==> src/rtl/park_exit.sv <==
// park_exit: exit-lane controller for the parking lot.
// Validates the exit code, opens the gate, confirms the car has passed, and
// keeps the lot occupancy (raised by the entrance side, lowered here).
//
// state       | meaning
// ------------|-------------------------------------------------------------
// S_IDLE      | lane empty, or lot empty so nobody can be leaving
// S_WAIT_CODE | car at the lane, settling time before sampling the code
// S_BAD_CODE  | sampled code was wrong, waiting for a good code or departure
// S_OPEN      | gate open, waiting (bounded) for the car to reach the gate
// S_CLEAR     | car under the gate, occupancy drops when it has passed
module park_exit #(
  parameter int unsigned WAIT_CYCLES  = 10,
  parameter int unsigned OPEN_TIMEOUT = 20,
  parameter int unsigned CAPACITY     = 8,
  parameter logic [1:0]  CODE_1       = 2'b10,
  parameter logic [1:0]  CODE_2       = 2'b01
) (
  input  logic                            clk,
  input  logic                            reset,
  input  logic                            sensor_exit,
  input  logic                            sensor_gate,
  input  logic [1:0]                      exit_code_1,
  input  logic [1:0]                      exit_code_2,
  input  logic                            car_entered,
  output logic                            GREEN_LED,
  output logic                            RED_LED,
  output logic [6:0]                      HEX_1,
  output logic [6:0]                      HEX_2,
  output logic [$clog2(CAPACITY+1)-1:0]   occupancy,
  output logic                            lot_full
);

  localparam int unsigned OCC_W  = $clog2(CAPACITY + 1);
  localparam int unsigned WCNT_W = (WAIT_CYCLES > 0) ? $clog2(WAIT_CYCLES + 1) : 1;
  localparam int unsigned OCNT_W = (OPEN_TIMEOUT > 1) ? $clog2(OPEN_TIMEOUT) : 1;

  localparam logic [WCNT_W-1:0] WAIT_LAST = WCNT_W'(WAIT_CYCLES);
  localparam logic [OCNT_W-1:0] OPEN_LAST = OCNT_W'(OPEN_TIMEOUT - 1);
  localparam logic [OCC_W-1:0]  OCC_MAX   = OCC_W'(CAPACITY);

  // Active-low segment patterns, gfedcba
  localparam logic [6:0] SEG_OFF = 7'b1111111;
  localparam logic [6:0] SEG_E   = 7'b0000110;
  localparam logic [6:0] SEG_H   = 7'b0001001;
  localparam logic [6:0] SEG_G   = 7'b0000010;
  localparam logic [6:0] SEG_O   = 7'b1000000;

  typedef enum logic [2:0] {
    S_IDLE      = 3'd0,
    S_WAIT_CODE = 3'd1,
    S_BAD_CODE  = 3'd2,
    S_OPEN      = 3'd3,
    S_CLEAR     = 3'd4
  } state_t;

  state_t              state_q;
  logic [WCNT_W-1:0]   wait_cnt_q;
  logic [OCNT_W-1:0]   open_cnt_q;
  logic                green_q;
  logic                red_q;
  logic [6:0]          hex1_q;
  logic [6:0]          hex2_q;
  logic [OCC_W-1:0]    occ_q;
  logic [OCC_W-1:0]    occ_d;

  logic code_ok;
  logic car_left;

  assign code_ok  = (exit_code_1 == CODE_1) && (exit_code_2 == CODE_2);
  // The CLEAR->IDLE edge is the only event that removes a car from the lot
  assign car_left = (state_q == S_CLEAR) && !sensor_gate;

  // Occupancy next value: simultaneous arrival and departure cancel out
  always_comb begin
    occ_d = occ_q;
    if (car_entered && car_left) begin
      occ_d = occ_q;
    end else if (car_entered && (occ_q != OCC_MAX)) begin
      occ_d = occ_q + OCC_W'(1);
    end else if (car_left && (occ_q != '0)) begin
      occ_d = occ_q - OCC_W'(1);
    end
  end

  // Occupancy register
  always_ff @(posedge clk) begin
    if (reset) begin
      occ_q <= '0;
    end else begin
      occ_q <= occ_d;
    end
  end

  // Exit FSM: state, phase counters and lane outputs registered from current state
  always_ff @(posedge clk) begin
    if (reset) begin
      state_q    <= S_IDLE;
      wait_cnt_q <= '0;
      open_cnt_q <= '0;
      green_q    <= 1'b0;
      red_q      <= 1'b0;
      hex1_q     <= SEG_OFF;
      hex2_q     <= SEG_OFF;
    end else begin
      case (state_q)
        S_IDLE: begin
          green_q <= 1'b0;
          red_q   <= 1'b0;
          hex1_q  <= SEG_OFF;
          hex2_q  <= SEG_OFF;
          if (sensor_exit && (occ_q != '0)) begin
            state_q    <= S_WAIT_CODE;
            wait_cnt_q <= '0;
          end
        end
        S_WAIT_CODE: begin
          green_q <= 1'b0;
          red_q   <= 1'b1;
          hex1_q  <= SEG_E;
          hex2_q  <= SEG_H;
          if (wait_cnt_q == WAIT_LAST) begin
            if (code_ok) begin
              state_q    <= S_OPEN;
              open_cnt_q <= '0;
            end else begin
              state_q <= S_BAD_CODE;
            end
          end else if (!sensor_exit) begin
            state_q <= S_IDLE;
          end else begin
            wait_cnt_q <= wait_cnt_q + WCNT_W'(1);
          end
        end
        S_BAD_CODE: begin
          green_q <= 1'b0;
          red_q   <= ~red_q;
          hex1_q  <= SEG_E;
          hex2_q  <= SEG_E;
          if (code_ok) begin
            state_q    <= S_OPEN;
            open_cnt_q <= '0;
          end else if (!sensor_exit) begin
            state_q <= S_IDLE;
          end
        end
        S_OPEN: begin
          green_q <= 1'b1;
          red_q   <= 1'b0;
          hex1_q  <= SEG_G;
          hex2_q  <= SEG_O;
          if (sensor_gate) begin
            state_q <= S_CLEAR;
          end else if (open_cnt_q == OPEN_LAST) begin
            state_q <= S_IDLE;
          end else begin
            open_cnt_q <= open_cnt_q + OCNT_W'(1);
          end
        end
        S_CLEAR: begin
          green_q <= ~green_q;
          red_q   <= 1'b0;
          hex1_q  <= SEG_G;
          hex2_q  <= SEG_O;
          if (!sensor_gate) begin
            state_q <= S_IDLE;
          end
        end
        default: begin
          state_q <= S_IDLE;
          green_q <= 1'b0;
          red_q   <= 1'b0;
          hex1_q  <= SEG_OFF;
          hex2_q  <= SEG_OFF;
        end
      endcase
    end
  end

  assign GREEN_LED = green_q;
  assign RED_LED   = red_q;
  assign HEX_1     = hex1_q;
  assign HEX_2     = hex2_q;
  assign occupancy = occ_q;
  assign lot_full  = (occ_q == OCC_MAX);

endmodule
==> config.mk <==
export PLATFORM = sky130hd
export DESIGN_NAME = park_exit
export DESIGN_NICKNAME = d
export VERILOG_FILES = /design/src/rtl/park_exit.sv
export SDC_FILE = /design/constraint.sdc
export NUM_CORES = 1
export LEC_CHECK = 0
export CAP_MARGIN = 5
export CELL_PAD_IN_SITES_DETAIL_PLACEMENT = 0
export CELL_PAD_IN_SITES_GLOBAL_PLACEMENT = 1
export CORE_ASPECT_RATIO = 0.8
export CORE_MARGIN = 1
export CORE_UTILIZATION = 35
export CTS_BUF_LIST = sky130_fd_sc_hd__clkbuf_8
export CTS_CLUSTER_SIZE = 8
export DETAILED_ROUTE_END_ITERATION = 10
export MAX_ROUTING_LAYER = met4
export PLACE_DENSITY_LB_ADDON = 0.25
export SYNTH_ARGS = -nofsm -noshare
export SYNTH_HDL_FRONTEND = slang
export SYNTH_SLANG_ARGS = --single-unit
==> constraint.sdc <==
create_clock -name clk -period 2.6 [get_ports clk]
set_clock_uncertainty 0.2 [all_clocks]
set_input_delay 0.52 -clock clk [delete_from_list [all_inputs] [get_ports clk]]
set_output_delay 0.52 -clock clk [all_outputs]
set_load 0.005 [all_outputs]
==> results.sh, run 1 <==
export IMPL_ir_worst_vdd_uv=328
export IMPL_floorplan_rows=20
export IMPL_clock_fmax_mhz=405
export IMPL_vias=1276
export IMPL_placed_cell_area_sq_um=1770
export IMPL_startpoint="occupancy[0]"
export IMPL_outcome="completed"
export IMPL_die_w_um=72.5
export IMPL_hold_viol=0
export IMPL_wl_per_cell_um=12.8
export IMPL_worstRegToRegCells=7
export IMPL_netlist_area_leader_share=0.345
export IMPL_synthToLayoutAreaGrowth_pct=30.2
export IMPL_end_kind="register"
export IMPL_cts_max_level=1
export IMPL_io_buffers=28
export IMPL_pwr_share_seq=0.445
export IMPL_nets=208
export IMPL_rsz0062_at_grt="false"
export IMPL_postRouteAntennaNets=0
export IMPL_grt_usage=0.162
export IMPL_period_needed_ps=2470
export IMPL_reg2reg_from="occupancy[0]"
export IMPL_p_per_area_nw_per_um2=521
export IMPL_clock_path_buffers=2
export IMPL_p_leak_nw=0.708
export IMPL_syn_num_nets=176
export IMPL_cts_repair_resized=0
export IMPL_timing_hold_ws_ps=301
export IMPL_finalNonFillerCells=246
export IMPL_synthArstFlopShare=0
export IMPL_grt_first_pass_wirelength_um=5220
export IMPL_synthTopCellsByArea="dfxtp_1, ha_1, buf_4"
export IMPL_gr_total_overflow=0
export IMPL_layout_commonest_cell="clkdlybuf4s50_1"
export IMPL_root_buffer="clkbuf_8"
export IMPL_drive_gt1_frac=0.147
export IMPL_syn_area_per_cell_sq_um=8.65
export IMPL_drtIter0Drc=73
export IMPL_finalCritPeriodShare=0.951
export IMPL_ys_warn_count=0
export IMPL_die_height_um=58.4
export IMPL_drt_wl_total_um=3140
export IMPL_layout_common_cells="clkdlybuf4s50_1, dfxtp_1, buf_4"
export IMPL_grt_max_degree=15
export IMPL_cts_sinks=24
export IMPL_cp_max_fo=3
export IMPL_die_area_sq_um=4240
export IMPL_p_sw_mw=0.270
export IMPL_setup_viol=0
export IMPL_r2r_setup_slack_ps=130
export IMPL_antenna_found_initial=0
export IMPL_core_area_sq_um=3800
export IMPL_slew_violations=0
export IMPL_place_inst=243
export IMPL_path_clk_slew_ps=80
export IMPL_antennaDiodeCount=0
export IMPL_internal_power_mw=0.674
export IMPL_start_util=0.366
export IMPL_power_frac_comb=0.331
export IMPL_cp_arrival_ps=2430
export IMPL_dr_pass1_iters=4
export IMPL_switching_share=0.286
export IMPL_insertion_delay_ps=260
export IMPL_crit_end="occupancy[3]"
export IMPL_viasPerCell=5.19
export IMPL_ctsHoldBuffers=0
export IMPL_synth_edf_count=0
export IMPL_numCtsBuffers=3
export IMPL_cts_tree="done"
export IMPL_ioPinCount=30
export IMPL_hold_class="reg2reg"
export IMPL_worst_r2r_endpoint="occupancy[3]"
export IMPL_worst_setup_path_start_kind="register"
export IMPL_cts_setup_buffers=0
export IMPL_synth_area_sq_um=1390
export IMPL_syn_inst=161
export IMPL_drcViolationCount=0
export IMPL_design_area_sq_um=1810
export IMPL_grt_pass1_vias=1122
export IMPL_synth_seq_cells=24
export IMPL_pwr_share_clk=0.224
export IMPL_yosysSeqAreaShare=0.345
export IMPL_criticalPathCategory="reg2reg"
export IMPL_routabilityCongestion=0.866
export IMPL_cap_violations=0
export IMPL_synth_flop_cell="dfxtp_1"
export IMPL_yosysTopAreaCell="dfxtp_1"
export IMPL_dp_hpwl_um=2460
export IMPL_min_delay_start="open_cnt_q[4]"
export IMPL_setup_tns_ps=0
export IMPL_crit_required_ps=2550
export IMPL_final_util=0.477
export IMPL_ys_types=49
==> layout make-up <==
| type | instances | area [sq um] |
|---|---|---|
| Fill cell | 375 | 1990 |
| Multi-Input combinational cell | 114 | 801 |
| Sequential cell | 24 | 480 |
| Timing Repair Buffer | 43 | 395 |
| Tap cell | 55 | 68.8 |
| Clock buffer | 3 | 41.3 |
| Inverter | 7 | 26.3 |
==> synthesized netlist by cell type (2+ instances only) <==
master and n:
or4_1 3, and4bb_2 2, o21a_1 2, xor2_1 2, a211oi_1 3, nand3b_1 4, nand2_1 4, nor4_1 3
nand2b_1 5, a211o_1 2, and2_1 3, o21ai_0 10, nand3_1 6, nor2b_1 3, a21o_1 4, a31o_2 2
clkbuf_1 6, or3_1 3, nor2_1 6, inv_1 7, nor3_1 6, ha_1 5, o211ai_1 4, dfxtp_1 24
a31oi_1 3, buf_4 8, a21oi_1 9
==> kinds of logic after synthesis <==
| group | Yosys count | share of synthesized area |
|---|---|---|
| flops | 24 | 0.345 |
| buf+inv | 23 | 0.0845 |
| fa+ha+maj | 6 | 0.0593 |
| other cells | 1 | 0.00269 |
| mux | 1 | 0.00809 |
| compound gates | 45 | 0.217 |
| xor+xnor | 3 | 0.0189 |
| simple gates | 58 | 0.264 |
==> sequential cells by signal (all words and copies together) (netlist names) <==
register / count
HEX_2: 4
occupancy: 4
open_cnt_q: 5
wait_cnt_q: 4
RED_LED: 1
state_q: 3
HEX_1: 2
GREEN_LED: 1
==> routing by layer <==
| metal | wire length, um | share of wire | track usage | vias to the layer above |
|---|---|---|---|---|
| met3 | 171 | 0.054 | 0.0411 | 4 |
| met1 | 1610 | 0.51 | 0.226 | 581 |
| li1 | - | - | - | 648 |
| met4 | 38 | 0.012 | 0.0336 | 0 |
| met2 | 1320 | 0.42 | 0.238 | 43 |
| met5 | 0 | 0 | - | - |
==> through the flow <==
step           setup WS [ps]  total power [mW]
5_1_grt                 56.1              1.01
4_1_cts                 7.66             0.955
3_3_place_gp           -38.3             0.735
6_report                 129             0.944
2_1_floorplan           23.6             0.604
3_5_place_dp           -99.5             0.739
==> power groups by stage <==
stage          Clock, mW  Combinational [mW]  Sequential (mW)
6_report           0.212               0.312            0.420
5_1_grt            0.241               0.345            0.424
4_1_cts            0.223               0.312            0.420
3_5_place_dp           0               0.310            0.429
3_3_place_gp           0               0.308            0.427
2_1_floorplan          0               0.165            0.439
==> worst max-delay path: stages, from the launching register on <==
cell and delay [ps]:
dfxtp_1 320, or4b_4 550, nand2_2 100, ha_1 260, and3_1 210, a211o_1 270
a22oi_2 130, mux2_1 330
==> worst min-delay path by stage <==
stage | end | slack, ps | cells past startpoint
2_1_floorplan | open_cnt_q[4] | 250 | 2
5_1_grt | wait_cnt_q[1] | 320 | 2
4_1_cts | open_cnt_q[4] | 300 | 2
3_3_place_gp | open_cnt_q[4] | 270 | 2
3_5_place_dp | open_cnt_q[4] | 280 | 2
6_report | open_cnt_q[4] | 300 | 2
Note: power is estimated with default switching activity, not from simulation.
==> run 2, diff against run 1 <==
--- a/config.mk
+++ b/config.mk
@@ -6,5 +6,4 @@
 export NUM_CORES = 1
 export LEC_CHECK = 0
-export CAP_MARGIN = 5
 export CELL_PAD_IN_SITES_DETAIL_PLACEMENT = 0
 export CELL_PAD_IN_SITES_GLOBAL_PLACEMENT = 1
@@ -13,5 +12,5 @@
 export CORE_UTILIZATION = 35
 export CTS_BUF_LIST = sky130_fd_sc_hd__clkbuf_8
-export CTS_CLUSTER_SIZE = 8
+export CTS_CLUSTER_SIZE = 12
 export DETAILED_ROUTE_END_ITERATION = 10
 export MAX_ROUTING_LAYER = met4
==> constraint.sdc (replaced) <==
create_clock -name clk -period 2.6 [get_ports clk]
set_clock_uncertainty 0.2 [all_clocks]
set_input_delay 0.39 -clock clk [delete_from_list [all_inputs] [get_ports clk]]
set_output_delay 0.39 -clock clk [all_outputs]
set_load 0.005 [all_outputs]
==> run 2 against run 1 <==
  * Final cell count is the same
  * Power grew 12%
  * Setup slack lost 36 ps
  * Critical path depth is the same
  * Clock power grew 54%
  * Sequential power is essentially flat
  * Largest cell class unchanged
==> results.sh, run 2 (synthesis results as in run 1) <==
export IMPL_crit_required_ps=2560
export IMPL_drt_wl_total_um=3160
export IMPL_slew_violations=0
export IMPL_nets=207
export IMPL_critPathMaxStageDelay_ps=560
export IMPL_min_delay_start="open_cnt_q[4]"
export IMPL_p_leak_nw=0.698
export IMPL_fillers=368
export IMPL_antenna_found_initial=0
export IMPL_root_buffer="clkbuf_8"
export IMPL_vias=1259
export IMPL_die_w_um=72.5
export IMPL_dr_pass1_iters=4
export IMPL_drtIter0Drc=57
export IMPL_hold_viol=0
export IMPL_die_height_um=58.4
export IMPL_cts_max_level=1
export IMPL_critPathSlowestCell="or4b_1"
export IMPL_layout_commonest_cell="clkdlybuf4s50_1"
export IMPL_dp_hpwl_um=2360
export IMPL_p_per_area_nw_per_um2=579
export IMPL_power_mw=1.06
export IMPL_holdPathEnd="open_cnt_q[4]"
export IMPL_clock_fmax_mhz=399
export IMPL_worst_setup_path_start_kind="register"
export IMPL_drive_gt1_frac=0.141
export IMPL_antennaDiodeCount=0
export IMPL_layout_common_cells="clkdlybuf4s50_1, dfxtp_1, buf_4"
export IMPL_cts_sinks=24
export IMPL_floorplan_rows=20
export IMPL_cap_violations=0
export IMPL_worstRegToRegCells=7
export IMPL_criticalPathCategory="reg2reg"
export IMPL_period_needed_ps=2510
export IMPL_ir_worst_vdd_uv=313
export IMPL_timing_hold_ws_ps=292
export IMPL_path_cells="or4b_1, nand2_2, ha_1, and3_1, a211o_1, a22oi_2, mux2_1"
export IMPL_finalCritPeriodShare=0.964
export IMPL_grt_usage=0.159
export IMPL_grt_pass1_vias=1068
export IMPL_ioPinCount=30
export IMPL_start_util=0.366
export IMPL_drcViolationCount=0
export IMPL_reg2reg_from="occupancy[0]"
export IMPL_cp_arrival_ps=2470
export IMPL_r2r_setup_slack_ps=90
export IMPL_largest_reg_flops=5
export IMPL_path_clk_slew_ps=80
export IMPL_routabilityCongestion=0.833
export IMPL_grt_max_degree=15
export IMPL_postRouteAntennaNets=0
export IMPL_cp_max_fo=3
export IMPL_numCtsBuffers=3
export IMPL_worstHoldPathCells=2
export IMPL_wl_per_cell_um=12.9
export IMPL_worstMarginPinSlew_ps=515
export IMPL_clock_path_buffers=2
export IMPL_synthToLayoutAreaGrowth_pct=31.4
export IMPL_io_buffers=28
export IMPL_max_slew_margin=0.656
export IMPL_core_area_sq_um=3800
export IMPL_regMostFlops="open_cnt_q"
export IMPL_worst_r2r_endpoint="occupancy[3]"
export IMPL_gr_total_overflow=0
export IMPL_cts_tree="done"
export IMPL_setup_viol=0
export IMPL_grt_first_pass_wirelength_um=5070
export IMPL_die_area_sq_um=4240
export IMPL_viasPerCell=5.12
export IMPL_insertion_delay_ps=270
export IMPL_outcome="completed"
export IMPL_end_kind="register"
export IMPL_hold_class="reg2reg"
export IMPL_ctsHoldBuffers=0
-- run 2: changes by cell type in the layout (fill, tap and decap cells not counted), sizes merged --
cell	before	now
buf	15	14
bufinv	0	1
clkdlybuf4s50	27	28
dlymetal6s2s	1	0
-- run 2: power by group --
part	internal [mW]	switching, mW	leakage, nW
Combinational	0.169	0.142	0.467
Clock	0.206	0.121	0.0357
Sequential	0.400	0.0204	0.196
-- run 2: how the worst max path moves through the flow --
stage,start,endpoint,slack (ps),cells after the start
after detailed placement,car_entered,occupancy[3],50,7
after global placement,car_entered,occupancy[3],80,7
after global routing,occupancy[0],occupancy[3],-3,7
after CTS,occupancy[0],occupancy[3],90,7
final,occupancy[0],occupancy[3],90,7
after floorplan,occupancy[0],occupancy[3],20,8
-- run 2: critical path, delay by kind of cell (launching register included) --
kind,cells,cell delay [ps]
flops,1,320
fa+ha+maj,1,270
simple gates,3,900
compound gates,2,390
mux,1,330
-- run 2: metrics by stage --
stage / utilization / TNS, ps / cell area (sq um) / worst slack (ps) / std cells
2_1_floorplan: - / 0 / 1400 / 23.6 / 161
5_1_grt: 0.481 / -3.48 / 1830 / -3.48 / 246
3_3_place_gp: 0.460 / 0 / 1750 / 84.9 / 241
6_report: 0.481 / 0 / 1830 / 93.0 / 246
3_5_place_dp: 0.460 / 0 / 1750 / 45.9 / 241
4_1_cts: 0.479 / 0 / 1820 / 85.7 / 245
-- run 2: final cells by class --
| type | instances | area (sq um) | share of cell area |
|---|---|---|---|
| Clock inverter | 1 | 30.0 | 0.0164 |
| Clock buffer | 3 | 41.3 | 0.0226 |
| Tap cell | 55 | 68.8 | 0.0376 |
| Multi-Input combinational cell | 114 | 797 | 0.436 |
| Sequential cell | 24 | 480 | 0.263 |
| Timing Repair Buffer | 42 | 385 | 0.211 |
| Inverter | 7 | 26.3 | 0.0144 |
-- run 2: timing repair --
action	CTS	global route
buffers inserted	0	1
gates resized for setup	0	0
setup endpoints to repair	0	1
-- run 2: per-layer routing --
metal / vias up / share of wire / global-route usage
li1: 648 / - / -
met3: 4 / 0.040 / 0.0411
met5: - / 0 / -
met2: 33 / 0.42 / 0.219
met4: 0 / 0.0079 / 0.0392
met1: 574 / 0.53 / 0.230
